File: config.mk
export PLATFORM = sky130hd
export DESIGN_NAME = pc_fetch_controller_flat
export DESIGN_NICKNAME = d
export VERILOG_FILES = /design/src/rtl/pc_fetch_controller_if.sv /design/src/rtl/pc_fetch_controller.sv /design/src/flat_wrapper.sv
export SDC_FILE = /design/constraint.sdc
export NUM_CORES = 1
export LEC_CHECK = 0
export CAP_MARGIN = 25
export CORE_MARGIN = 5
export CORE_UTILIZATION = 43
export CTS_BUF_LIST = sky130_fd_sc_hd__clkbuf_16
export CTS_CLUSTER_SIZE = 25
export DETAILED_ROUTE_END_ITERATION = 10
export HOLD_SLACK_MARGIN = 0.06
export PLACE_DENSITY = 0.88
export SETUP_SLACK_MARGIN = 0.15
export SKIP_CTS_REPAIR_TIMING = 1
export SLEW_MARGIN = 20
export SYNTH_ARGS = -nofsm -noshare
export SYNTH_HDL_FRONTEND = slang
export SYNTH_SLANG_ARGS = --single-unit
File: constraint.sdc
create_clock -name input_clk -period 2 [get_ports input_clk]
set_input_delay 0.4 -clock input_clk [delete_from_list [all_inputs] [get_ports input_clk]]
set_output_delay 0.4 -clock input_clk [all_outputs]
set_load 0.05 [all_outputs]
File: src/rtl/pc_fetch_controller_if.sv
// pc_fetch_controller_if: instruction-memory port (req/ack) and
// execute-stage port (valid/ready) used by the fetch controller.
//
// Parameters:
//   ADDR_W   - fetch address width
//   INSTR_W  - instruction / operand byte width
// Signals:
//   mem_req    controller -> memory   fetch request
//   mem_addr   controller -> memory   fetch address
//   mem_ack    memory -> controller   mem_rdata valid this cycle
//   mem_rdata  memory -> controller   fetched byte
//   exec_valid controller -> execute  instruction offered
//   exec_instr controller -> execute  instruction register
//   exec_ready execute -> controller  instruction accepted
// Modports:
//   master - the fetch controller side
//   slave  - the memory / execute side
interface pc_fetch_controller_if #(
    parameter int ADDR_W  = 8,
    parameter int INSTR_W = 8
);

    logic               mem_req;
    logic [ADDR_W-1:0]  mem_addr;
    logic               mem_ack;
    logic [INSTR_W-1:0] mem_rdata;

    logic               exec_valid;
    logic [INSTR_W-1:0] exec_instr;
    logic               exec_ready;

    modport master (
        output mem_req,
        output mem_addr,
        input  mem_ack,
        input  mem_rdata,
        output exec_valid,
        output exec_instr,
        input  exec_ready
    );

    modport slave (
        input  mem_req,
        input  mem_addr,
        output mem_ack,
        output mem_rdata,
        input  exec_valid,
        input  exec_instr,
        output exec_ready
    );

endinterface

File: src/rtl/pc_fetch_controller.sv
// pc_fetch_controller: owns the program counter, fetches instruction
// bytes, resolves JMP/BRZ and hands ALU instructions to execute.
//
// Parameters:
//   ADDR_W   - PC / fetch address width (must not exceed INSTR_W,
//              since jump targets are taken from one operand byte)
//   INSTR_W  - instruction byte width, opcode in the top two bits
// Ports:
//   input_clk    clock, all state changes on the rising edge
//   input_reset  synchronous active-low reset
//   input_run    start / resume from IDLE or HALT
//   input_zero   datapath zero flag, sampled on the BRZ operand ack
//   input_step   (PC_SINGLE_STEP_EN only) release from PAUSE
//   bus          master side of pc_fetch_controller_if
//   output_Q     current PC
//   halted       high while stopped on a HALT instruction
// Configuration:
//   PC_SINGLE_STEP_EN - when defined, every retired instruction
//   parks in PAUSE until input_step is seen.
//
// Opcodes: 00 ALU, 01 JMP <target>, 10 BRZ <target>, 11 HALT.
// All outputs decode from registered state so no input reaches an
// output combinationally.
module pc_fetch_controller #(
    parameter int ADDR_W  = 8,
    parameter int INSTR_W = 8
) (
    input  logic                 input_clk,
    input  logic                 input_reset,
    input  logic                 input_run,
    input  logic                 input_zero,
`ifdef PC_SINGLE_STEP_EN
    input  logic                 input_step,
`endif
    pc_fetch_controller_if.master bus,
    output logic [ADDR_W-1:0]    output_Q,
    output logic                 halted
);

    typedef enum logic [2:0] {
        S_IDLE,
        S_FETCH,
        S_OPERAND,
        S_EXEC,
        S_HALT,
        S_PAUSE
    } state_t;

    localparam logic [1:0] OP_ALU  = 2'b00;
    localparam logic [1:0] OP_JMP  = 2'b01;
    localparam logic [1:0] OP_BRZ  = 2'b10;
    localparam logic [1:0] OP_HALT = 2'b11;

    localparam logic [ADDR_W-1:0] PC_ONE = ADDR_W'(1);

    // Where an instruction goes once it has fully retired.
`ifdef PC_SINGLE_STEP_EN
    localparam state_t S_RETIRE = S_PAUSE;
`else
    localparam state_t S_RETIRE = S_FETCH;
`endif

    state_t             state;
    state_t             state_n;
    logic [ADDR_W-1:0]  pc;
    logic [ADDR_W-1:0]  pc_n;
    logic [INSTR_W-1:0] ir;
    logic [INSTR_W-1:0] ir_n;

    logic [1:0]         fetch_op;
    logic [1:0]         ir_op;
    logic [ADDR_W-1:0]  target;
    logic [ADDR_W-1:0]  pc_inc;

    assign fetch_op = bus.mem_rdata[INSTR_W-1 -: 2];
    assign ir_op    = ir[INSTR_W-1 -: 2];
    assign target   = bus.mem_rdata[ADDR_W-1:0];
    // Natural wrap at the top of the address space.
    assign pc_inc   = pc + PC_ONE;

    // ------------------------------------------------------------
    // State register
    // ------------------------------------------------------------
    always_ff @(posedge input_clk) begin
        if (!input_reset) begin
            state <= S_IDLE;
            pc    <= '0;
            ir    <= '0;
        end else begin
            state <= state_n;
            pc    <= pc_n;
            ir    <= ir_n;
        end
    end

    // ------------------------------------------------------------
    // Next-state, PC and IR update
    // ------------------------------------------------------------
    always_comb begin
        state_n = state;
        pc_n    = pc;
        ir_n    = ir;

        unique case (state)
            S_IDLE: begin
                if (input_run) begin
                    state_n = S_FETCH;
                end
            end

            S_FETCH: begin
                if (bus.mem_ack) begin
                    ir_n = bus.mem_rdata;
                    pc_n = pc_inc;
                    unique case (fetch_op)
                        OP_ALU:         state_n = S_EXEC;
                        OP_JMP, OP_BRZ: state_n = S_OPERAND;
                        OP_HALT:        state_n = S_HALT;
                        default:        state_n = S_HALT;
                    endcase
                end
            end

            S_OPERAND: begin
                if (bus.mem_ack) begin
                    // An untaken branch just steps over its operand.
                    if (ir_op == OP_BRZ && !input_zero) begin
                        pc_n = pc_inc;
                    end else begin
                        pc_n = target;
                    end
                    state_n = S_RETIRE;
                end
            end

            S_EXEC: begin
                if (bus.exec_ready) begin
                    state_n = S_RETIRE;
                end
            end

            S_HALT: begin
                if (input_run) begin
                    state_n = S_FETCH;
                end
            end

`ifdef PC_SINGLE_STEP_EN
            S_PAUSE: begin
                if (input_step) begin
                    state_n = S_FETCH;
                end
            end
`endif

            default: begin
                state_n = S_IDLE;
            end
        endcase
    end

    // ------------------------------------------------------------
    // Outputs, decoded from registered state only
    // ------------------------------------------------------------
    assign bus.mem_req    = (state == S_FETCH) || (state == S_OPERAND);
    assign bus.mem_addr   = pc;
    assign bus.exec_valid = (state == S_EXEC);
    assign bus.exec_instr = ir;
    assign output_Q       = pc;
    assign halted         = (state == S_HALT);

endmodule

File: src/flat_wrapper.sv
// flat-port wrapper written by rule: the top's interface ports become plain ports
module pc_fetch_controller_flat 
#(
    parameter int ADDR_W  = 8,
    parameter int INSTR_W = 8
)
  (input_clk, input_reset, input_run, input_zero, output_Q, halted, bus_mem_req, bus_mem_addr, bus_mem_ack, bus_mem_rdata, bus_exec_valid, bus_exec_instr, bus_exec_ready);
  pc_fetch_controller_if #(.ADDR_W(ADDR_W), .INSTR_W(INSTR_W)) bus_i ();
  input  logic input_clk;
  input  logic input_reset;
  input  logic input_run;
  input  logic input_zero;
  output logic [ADDR_W-1:0] output_Q;
  output logic halted;
  output wire logic [$bits(bus_i.mem_req)-1:0] bus_mem_req;
  output wire logic [$bits(bus_i.mem_addr)-1:0] bus_mem_addr;
  input wire logic [$bits(bus_i.mem_ack)-1:0] bus_mem_ack;
  input wire logic [$bits(bus_i.mem_rdata)-1:0] bus_mem_rdata;
  output wire logic [$bits(bus_i.exec_valid)-1:0] bus_exec_valid;
  output wire logic [$bits(bus_i.exec_instr)-1:0] bus_exec_instr;
  input wire logic [$bits(bus_i.exec_ready)-1:0] bus_exec_ready;
  assign bus_mem_req = bus_i.mem_req;
  assign bus_mem_addr = bus_i.mem_addr;
  assign bus_i.mem_ack = bus_mem_ack;
  assign bus_i.mem_rdata = bus_mem_rdata;
  assign bus_exec_valid = bus_i.exec_valid;
  assign bus_exec_instr = bus_i.exec_instr;
  assign bus_i.exec_ready = bus_exec_ready;
  pc_fetch_controller #(.ADDR_W(ADDR_W), .INSTR_W(INSTR_W)) u_core (.input_clk(input_clk), .input_reset(input_reset), .input_run(input_run), .input_zero(input_zero), .bus(bus_i), .output_Q(output_Q), .halted(halted));
endmodule
==> flow_summary.toml, run 1 <==
[die]
start_util = 0.446
design.core.area_um2 = 2450
dieArea_um2 = 3660
rows = 18
dieWidth_um = 60.5
die_y_um = 60.5
ios = 41

[sta]
period_share = 0.904
fmax_mhz = 553
worst_clock_skew_ns = 0.00671
grt_setup_unrepaired = "no"
max_slew_margin = 0.648
finalSetupViolCount = 0
hold_violations = 0
hold_slack_ns = 0.511
slew_viol_final = 0
period_needed_ns = 1.81
tns_ns = 0
worst_slew_pin_slew_ns = 0.526

[finish]
seq_area_um2 = 380
antenna_cells = 0
fill_cells = 182
area_growth_pct = 47.5
drive_above_1_share = 0.147
fin_nets = 179
multi_input_area_um2 = 603
finish.utilization = 0.659

[logic_synthesis]
synth_edf_count = 0
syn_area_per_cell_um2 = 8.63
synth_seq_cells = 19
async_flop_share = 0
ys.flop_type = "dfxtp_1"
seq_area_frac_synth = 0.347
syn-num-nets = 142
synthDistinctLibCells = 36
netlist_area_um2 = 1100
ys_warn_count = 0
syn_inst = 127

[placement]
portBuffers = 40
gp_congestion = 0.881
dp_hpwl_um = 2220

[cts]
cts_tree = "yes"
root_buffer = "clkbuf_16"
cts.reportedPaths.clkPinSlew_ns = 0.06
cts.htree.levels = 1
clk_latency_ns = 0.25
clock_path_buffers = 2
cts_made_buffers = 3
cts.sinks = 19

[setup_path]
worstSetupPathType = "reg -> out"
timing.rr.start = "u_core.state[2]$_SDFFE_PN0P_"
slowest_delay_ns = 0.81
path_cells = "clkdlybuf4s50_1"
r2r_slack_ns = 0.23
r2r-end = "u_core.bus.mem_addr[0]$_SDFFE_PN0P_"
reg2reg_depth = 5
required_ns = 1.60
cp.arrival_ns = 1.41
crit_path_max_fanout = 2
cp_top_family = "buffers and inverters"
crit_cells = 1
critPathSlowestCell = "clkdlybuf4s50_1"
crit_path_start_kind = "register"
cp-end-kind = "output port"
cp.buffers_inverters = 1

[route]
viasPerCell = 5.62
ant_nets = 0
first_iter_violations = 46
wl_um = 3070
drc_errors = 0
route.vias.total = 1084
dr.pass1.iters = 4
wl_per_cell_um = 15.9

[global_routing]
grt-ovfl-total = 0
grt.total_usage = 0.180
grt_max_degree = 14
antenna_found_initial = 0
grt_pass1_vias = 1079
grt_pass1_wl_um = 4950

[worst_hold_path]
whs_path_depth = 2
hold-path-endpoint = "u_core.bus.exec_instr[0]$_SDFFE_PN0P_"
hold_class = "reg -> reg"
hp-start = "u_core.bus.exec_instr[0]$_SDFFE_PN0P_"

[pwr]
p_leak_nw = 0.856
power.density_nw_per_um2 = 781
total_power_w = 0.00126
ir_worst_vdd_mv = 0.652

[job]
max-cap-violations = 0

[status]
status = "finished, final reports clean"
[state kept, by name, indices dropped and copies added, names as in the netlist]
signal                 flops
u_core.bus.mem_addr        8
u_core.bus.exec_instr      8
u_core.state               3
[metrics by stage]
stage,instance area [um2],std cells,setup WS (ns)
5_1_grt,1620,193,0.152
3_5_place_dp,1510,189,0.148
3_3_place_gp,1510,189,0.186
2_1_floorplan,1100,127,0.271
6_report,1620,193,0.192
4_1_cts,1590,193,0.0891
[cell usage in the layout, fill, tap and decap left out, types with 3 or more instances in the layout]
cell type / instances
nand2_1: 9
buf_12: 3
mux2i_1: 15
o22ai_1: 5
nor2_1: 18
a21oi_1: 4
nand4_1: 3
buf_4: 13
clkbuf_16: 3
nor3_1: 4
o21a_1: 5
dfxtp_1: 19
dlymetal6s2s_1: 12
clkdlybuf4s50_1: 20
[cell type report]
cell class	instances	area share
Sequential cell	19	0.235
Clock inverter	1	0.00310
Inverter	2	0.00464
Multi-Input combinational cell	90	0.373
Timing Repair Buffer	48	0.314
Tap cell	30	0.0232
Clock buffer	3	0.0464
[power by group]
part	switching [W]	internal, W
registers	0.0000190	0.000403
logic	0.000248	0.000173
clock network	0.000151	0.000268
total	0.000418	0.000845
[worst max path at each step]
stage	to	start
final	bus_exec_instr[5]	u_core.bus.exec_instr[5]$_SDFFE_PN0P_
after global routing	bus_exec_instr[4]	u_core.bus.exec_instr[4]$_SDFFE_PN0P_
after CTS	bus_mem_addr[4]	u_core.bus.mem_addr[4]$_SDFFE_PN0P_
after detailed placement	u_core.bus.mem_addr[0]$_SDFFE_PN0P_	input_zero
after global placement	u_core.bus.mem_addr[0]$_SDFFE_PN0P_	input_zero
after floorplan	u_core.bus.mem_addr[3]$_SDFFE_PN0P_	u_core.bus.exec_instr[7]$_SDFFE_PN0P_
[kinds of logic after synthesis]
| family | count (synthesis) | share of synthesized area |
|---|---|---|
| multiplexers | 15 | 0.137 |
| AO/OA/AOI/OAI | 24 | 0.156 |
| adder cells (fa/ha/maj) | 1 | 0.0114 |
| XOR/XNOR | 1 | 0.00799 |
| AND/OR/NAND/NOR | 49 | 0.233 |
| flip-flops | 19 | 0.347 |
| buffers and inverters | 18 | 0.107 |
[metal layers]
layer / GRT usage / wire [um] / vias to the layer above
li1: - / - / 515
met1: 0.228 / 1330 / 528
met2: 0.309 / 1520 / 36
met3: 0.0340 / 186 / 5
met4: 0.0619 / 40 / 0
met5: 0 / 0 / -
[worst reg2reg max path: stages, from the launching register on]
cell and delay [ns]:
dfxtp_1 0.41, or3b_4 0.45, or2_0 0.21, buf_4 0.19, o21a_1 0.18, o221a_1 0.23
[cell usage after synthesis, types with 2 or more instances]
| library cell | n | area share |
|---|---|---|
| o21a_1 | 5 | 0.034 |
| nand2_1 | 9 | 0.031 |
| buf_2 | 4 | 0.018 |
| clkbuf_1 | 2 | 0.0069 |
| o21ai_0 | 2 | 0.0091 |
| nor3b_1 | 2 | 0.014 |
| a21oi_1 | 4 | 0.018 |
| a21boi_0 | 2 | 0.014 |
| o22ai_1 | 5 | 0.029 |
| inv_1 | 2 | 0.0069 |
| and2_1 | 2 | 0.011 |
| nor2_1 | 18 | 0.062 |
| mux2i_1 | 15 | 0.14 |
| dfxtp_1 | 19 | 0.35 |
| buf_4 | 8 | 0.055 |
| buf_6 | 2 | 0.021 |
| nand4_1 | 3 | 0.017 |
| nor3_1 | 4 | 0.018 |
| nand3_1 | 2 | 0.0091 |
Note: power is estimated with default switching activity, not from simulation.
==> inputs of run 2 (changes only) <==
- CELL_PAD_IN_SITES_DETAIL_PLACEMENT: default -> 0
- CELL_PAD_IN_SITES_GLOBAL_PLACEMENT: default -> 1
- CORE_ASPECT_RATIO: default -> 0.6
- CORE_UTILIZATION: 43 -> 31
==> flow_summary.toml, run 2 (synthesized netlist as in run 1, its figures left out) <==
[route]
viasPerCell = 5.00
route.vias.total = 1041
wl_met3_um = 197
first_iter_violations = 118
wl_per_cell_um = 14.9
highest_layer = "met4"
dr.pass1.iters = 4
drc_errors = 0
wl_met1_um = 1520
ant_nets = 0
wl_um = 3110
wl_met2_um = 1350

[sta]
worst_slew_pin_slew_ns = 0.512
period_needed_ns = 1.81
tns_ns = 0
finalSetupViolCount = 0
max_slew_margin = 0.658
hold_violations = 0
finalWorstSetupSlack_ns = 0.190
worst_clock_skew_ns = 0.00305
slew_viol_final = 0
period_share = 0.905
fmax_mhz = 552
grt_setup_unrepaired = "no"

[global_routing]
grt_max_degree = 14
grt_pass1_vias = 939
antenna_found_initial = 0
grt.total_usage = 0.129
grt-ovfl-total = 0
grt_pass1_wl_um = 4860

[die]
ios = 41
dieArea_um2 = 4860
die_y_um = 56.1
dieWidth_um = 86.8
rows = 16
start_util = 0.330
design.core.area_um2 = 3320

[finish]
layout_commonest_cell = "clkdlybuf4s50_1"
antenna_cells = 0
fill_cells = 319
fin_nets = 179
finish.utilization = 0.483
drive_above_1_share = 0.160
area_growth_pct = 46.6
stdcell_area_um2 = 1610
final_cell_mix = "clkdlybuf4s50_1 (20), dfxtp_1 (19), nor2_1 (18)"

[cts]
cts.htree.levels = 1
cts_tree = "yes"
cts.reportedPaths.clkPinSlew_ns = 0.05
root_buffer = "clkbuf_16"
cts_made_buffers = 3
clk_latency_ns = 0.25
cts.sinks = 19
clock_path_buffers = 2

[setup_path]
cp.buffers_inverters = 1
required_ns = 1.60
cp-end-kind = "output port"
cp_top_family = "buffers and inverters"
cp.arrival_ns = 1.41
path_cells = "clkdlybuf4s50_1"
crit_path_start_kind = "register"
crit_path_max_fanout = 3
worstSetupPathType = "reg -> out"
critPathSlowestCell = "clkdlybuf4s50_1"
slowest_delay_ns = 0.82

[pwr]
total_power_w = 0.00124
p_leak_nw = 0.806
p_seq_frac = 0.342
pwr-share-comb = 0.331
p_sw_w = 0.000403
swShare = 0.325
p_int_w = 0.000837
clkPwrFrac = 0.327
power.density_nw_per_um2 = 772
ir_worst_vdd_mv = 0.375

[placement]
dpl_cell_area_um2 = 1510
gp_congestion = 0.808
dp_slack_ns = 0.138
dp_hpwl_um = 2420
portBuffers = 40

[worst_hold_path]
hold_class = "reg -> reg"

[status]
status = "finished, final reports clean"

[job]
max-cap-violations = 0
run 2: cell count changes in the layout (fill, tap and decap cells not counted), sizes merged:
cell | previous run | this run
clkinv | 1 | 0
dlymetal6s2s | 12 | 9
inv | 2 | 3
buf | 16 | 19
run 2: power groups by stage:
| stage | registers [W] | clock network, W | logic [W] |
|---|---|---|---|
| after floorplan | 0.000491 | 0 | 0.000214 |
| after global placement | 0.000431 | 0 | 0.000407 |
| after detailed placement | 0.000433 | 0 | 0.000411 |
| after CTS | 0.000425 | 0.000410 | 0.000413 |
| after global routing | 0.000429 | 0.000437 | 0.000433 |
| final | 0.000425 | 0.000405 | 0.000411 |
run 2: final timing paths:
check,start,slack [ns],depth (start not counted),end
setup / recovery,u_core.bus.exec_instr[6]$_SDFFE_PN0P_,0.19,1,bus_exec_instr[6]
hold reg to reg,u_core.bus.exec_instr[4]$_SDFFE_PN0P_,0.50,2,u_core.bus.exec_instr[4]$_SDFFE_PN0P_
hold / removal,u_core.bus.exec_instr[4]$_SDFFE_PN0P_,0.50,2,u_core.bus.exec_instr[4]$_SDFFE_PN0P_
setup reg to reg,u_core.state[0]$_SDFFE_PN0P_,0.35,5,u_core.bus.mem_addr[0]$_SDFFE_PN0P_
run 2: layout make-up:
cell class | count | area (um2) | area share
inverter | 2 | 7.51 | 0.00467
timing repair buffer | 48 | 480 | 0.299
multi-input combinational | 90 | 603 | 0.375
tap | 45 | 56.3 | 0.0350
clock inverter | 1 | 3.75 | 0.00234
sequential | 19 | 380 | 0.237
clock buffer | 3 | 75.1 | 0.0467
run 2: per-layer routing:
layer / vias to the layer above / global-route usage
met4: 0 / 0.0467
met3: 2 / 0.0385
met2: 37 / 0.179
li1: 515 / -
met5: - / 0
met1: 487 / 0.186
run 2: per-stage QoR:
stage | hold slack, ns | cells
after CTS | 0.508 | 208
after floorplan | 0.547 | 127
after global placement | 0.484 | 204
after detailed placement | 0.488 | 204
after global routing | 0.537 | 208
final | 0.501 | 208
==> inputs of run 3 (changes only) <==
- CORE_UTILIZATION: 31 -> 34
- MAX_ROUTING_LAYER: default -> met4
- PLACE_DENSITY: 0.88 -> 0.94
- clock period: 2 -> 2.3 ns (I/O delays scaled with it)
==> flow_summary.toml, run 3 (synthesized netlist as in run 1, its figures left out) <==
[setup_path]
endpoint = "bus_mem_addr[3]"
reg2reg_depth = 5
cp-end-kind = "output port"
r2r-end = "u_core.bus.mem_addr[0]$_SDFFE_PN0P_"
r2r_slack_ns = 0.35
cp_top_family = "buffers and inverters"
required_ns = 1.84
cp.arrival_ns = 1.59
crit_cells = 1
critPathSlowestCell = "clkdlybuf4s50_1"
worstSetupStartpoint = "u_core.bus.mem_addr[3]$_SDFFE_PN0P_"
timing.rr.start = "u_core.state[1]$_SDFFE_PN0P_"
crit_path_start_kind = "register"
slowest_delay_ns = 0.87
path_cells = "clkdlybuf4s50_1"
crit_path_max_fanout = 8
cp.buffers_inverters = 1
worstSetupPathType = "reg -> out"

[sta]
hold_violations = 0
worst_slew_pin_slew_ns = 0.509
max_slew_margin = 0.659
worst_clock_skew_ns = 0.00279
hold_slack_ns = 0.508
period_needed_ns = 2.05
period_share = 0.893
slew_viol_final = 0
grt_setup_unrepaired = "no"
finalSetupViolCount = 0
fmax_mhz = 487
tns_ns = 0

[global_routing]
grt.total_usage = 0.147
grt_pass1_wl_um = 4950
grt_max_degree = 14
antenna_found_initial = 0
grt-ovfl-total = 0
grt_pass1_vias = 1022

[pwr]
total_power_w = 0.00106
ir_worst_vdd_mv = 0.376
p_leak_nw = 0.595
power.density_nw_per_um2 = 686

[finish]
area_growth_pct = 41.0
finish.utilization = 0.485
drive_above_1_share = 0.0881
final_cell_mix = "clkdlybuf4s50_1 (37), dfxtp_1 (19), nor2_1 (18)"
layout_commonest_cell = "clkdlybuf4s50_1"
seq_area_um2 = 380
fill_cells = 311
antenna_cells = 0
fin_nets = 175
multi_input_area_um2 = 598

[status]
status = "finished, final reports clean"

[die]
start_util = 0.344
rows = 16
dieArea_um2 = 4500
dieWidth_um = 83.3
design.core.area_um2 = 3180
ios = 41
die_y_um = 54.0

[worst_hold_path]
hold_class = "reg -> reg"
whs_path_depth = 2

[route]
wl_per_cell_um = 14.8
viasPerCell = 5.07
wl_um = 3010
ant_nets = 0
route.vias.total = 1034
first_iter_violations = 76
drc_errors = 0
dr.pass1.iters = 4

[cts]
clk_latency_ns = 0.25
root_buffer = "clkbuf_16"
cts.sinks = 19
clock_path_buffers = 2
cts_made_buffers = 3
cts_tree = "yes"
cts.reportedPaths.clkPinSlew_ns = 0.06
cts.htree.levels = 1

[placement]
dp_hpwl_um = 2300
gp_congestion = 0.881
portBuffers = 40

[job]
max-cap-violations = 0
## run 3: cell type report
class,instances,area share
clock buffers,3,0.0486
clock inverters,1,0.00324
inverters,2,0.00486
multi-input cells,90,0.387
flip-flops and latches,19,0.246
well taps,45,0.0364
repair buffers,44,0.274
## run 3: report_power, final
part	internal [W]	leakage (nW)	switching, W
Combinational	0.000127	0.400	0.000193
Sequential	0.000351	0.154	0.0000314
Clock	0.000233	0.0409	0.000124
## run 3: stage by stage
step	area, um2	cells	setup WS, ns
floorplan	1100	127	0.220
global placement	1470	200	0.428
detailed placement	1470	200	0.370
CTS	1550	204	0.235
global route	1550	204	0.183
finish	1550	204	0.247
## run 3: per-layer routing
| layer | wire length, um | global-route usage | share of wire |
|---|---|---|---|
| met2 | 1390 | 0.229 | 0.46 |
| met1 | 1460 | 0.178 | 0.49 |
| met5 | 0 | - | 0 |
| met3 | 139 | 0.0443 | 0.046 |
| met4 | 17 | 0.0652 | 0.0056 |
## run 3: how the worst min path moves through the flow
stage / from / endpoint / slack [ns]
6_report: u_core.bus.exec_instr[3]$_SDFFE_PN0P_ / u_core.bus.exec_instr[3]$_SDFFE_PN0P_ / 0.51
5_1_grt: u_core.bus.mem_addr[7]$_SDFFE_PN0P_ / u_core.bus.mem_addr[7]$_SDFFE_PN0P_ / 0.56
4_1_cts: u_core.bus.exec_instr[3]$_SDFFE_PN0P_ / u_core.bus.exec_instr[3]$_SDFFE_PN0P_ / 0.52
3_5_place_dp: u_core.bus.exec_instr[0]$_SDFFE_PN0P_ / u_core.bus.exec_instr[0]$_SDFFE_PN0P_ / 0.50
3_3_place_gp: u_core.bus.exec_instr[1]$_SDFFE_PN0P_ / u_core.bus.exec_instr[1]$_SDFFE_PN0P_ / 0.48
2_1_floorplan: u_core.state[2]$_SDFFE_PN0P_ / u_core.state[2]$_SDFFE_PN0P_ / 0.56
## run 3: worst min-delay path: cells and delay by family (launching register included)
family           cells  cell delay, ns
flip-flops           1            0.33
multiplexers         1            0.07
AND/OR/NAND/NOR      1            0.08
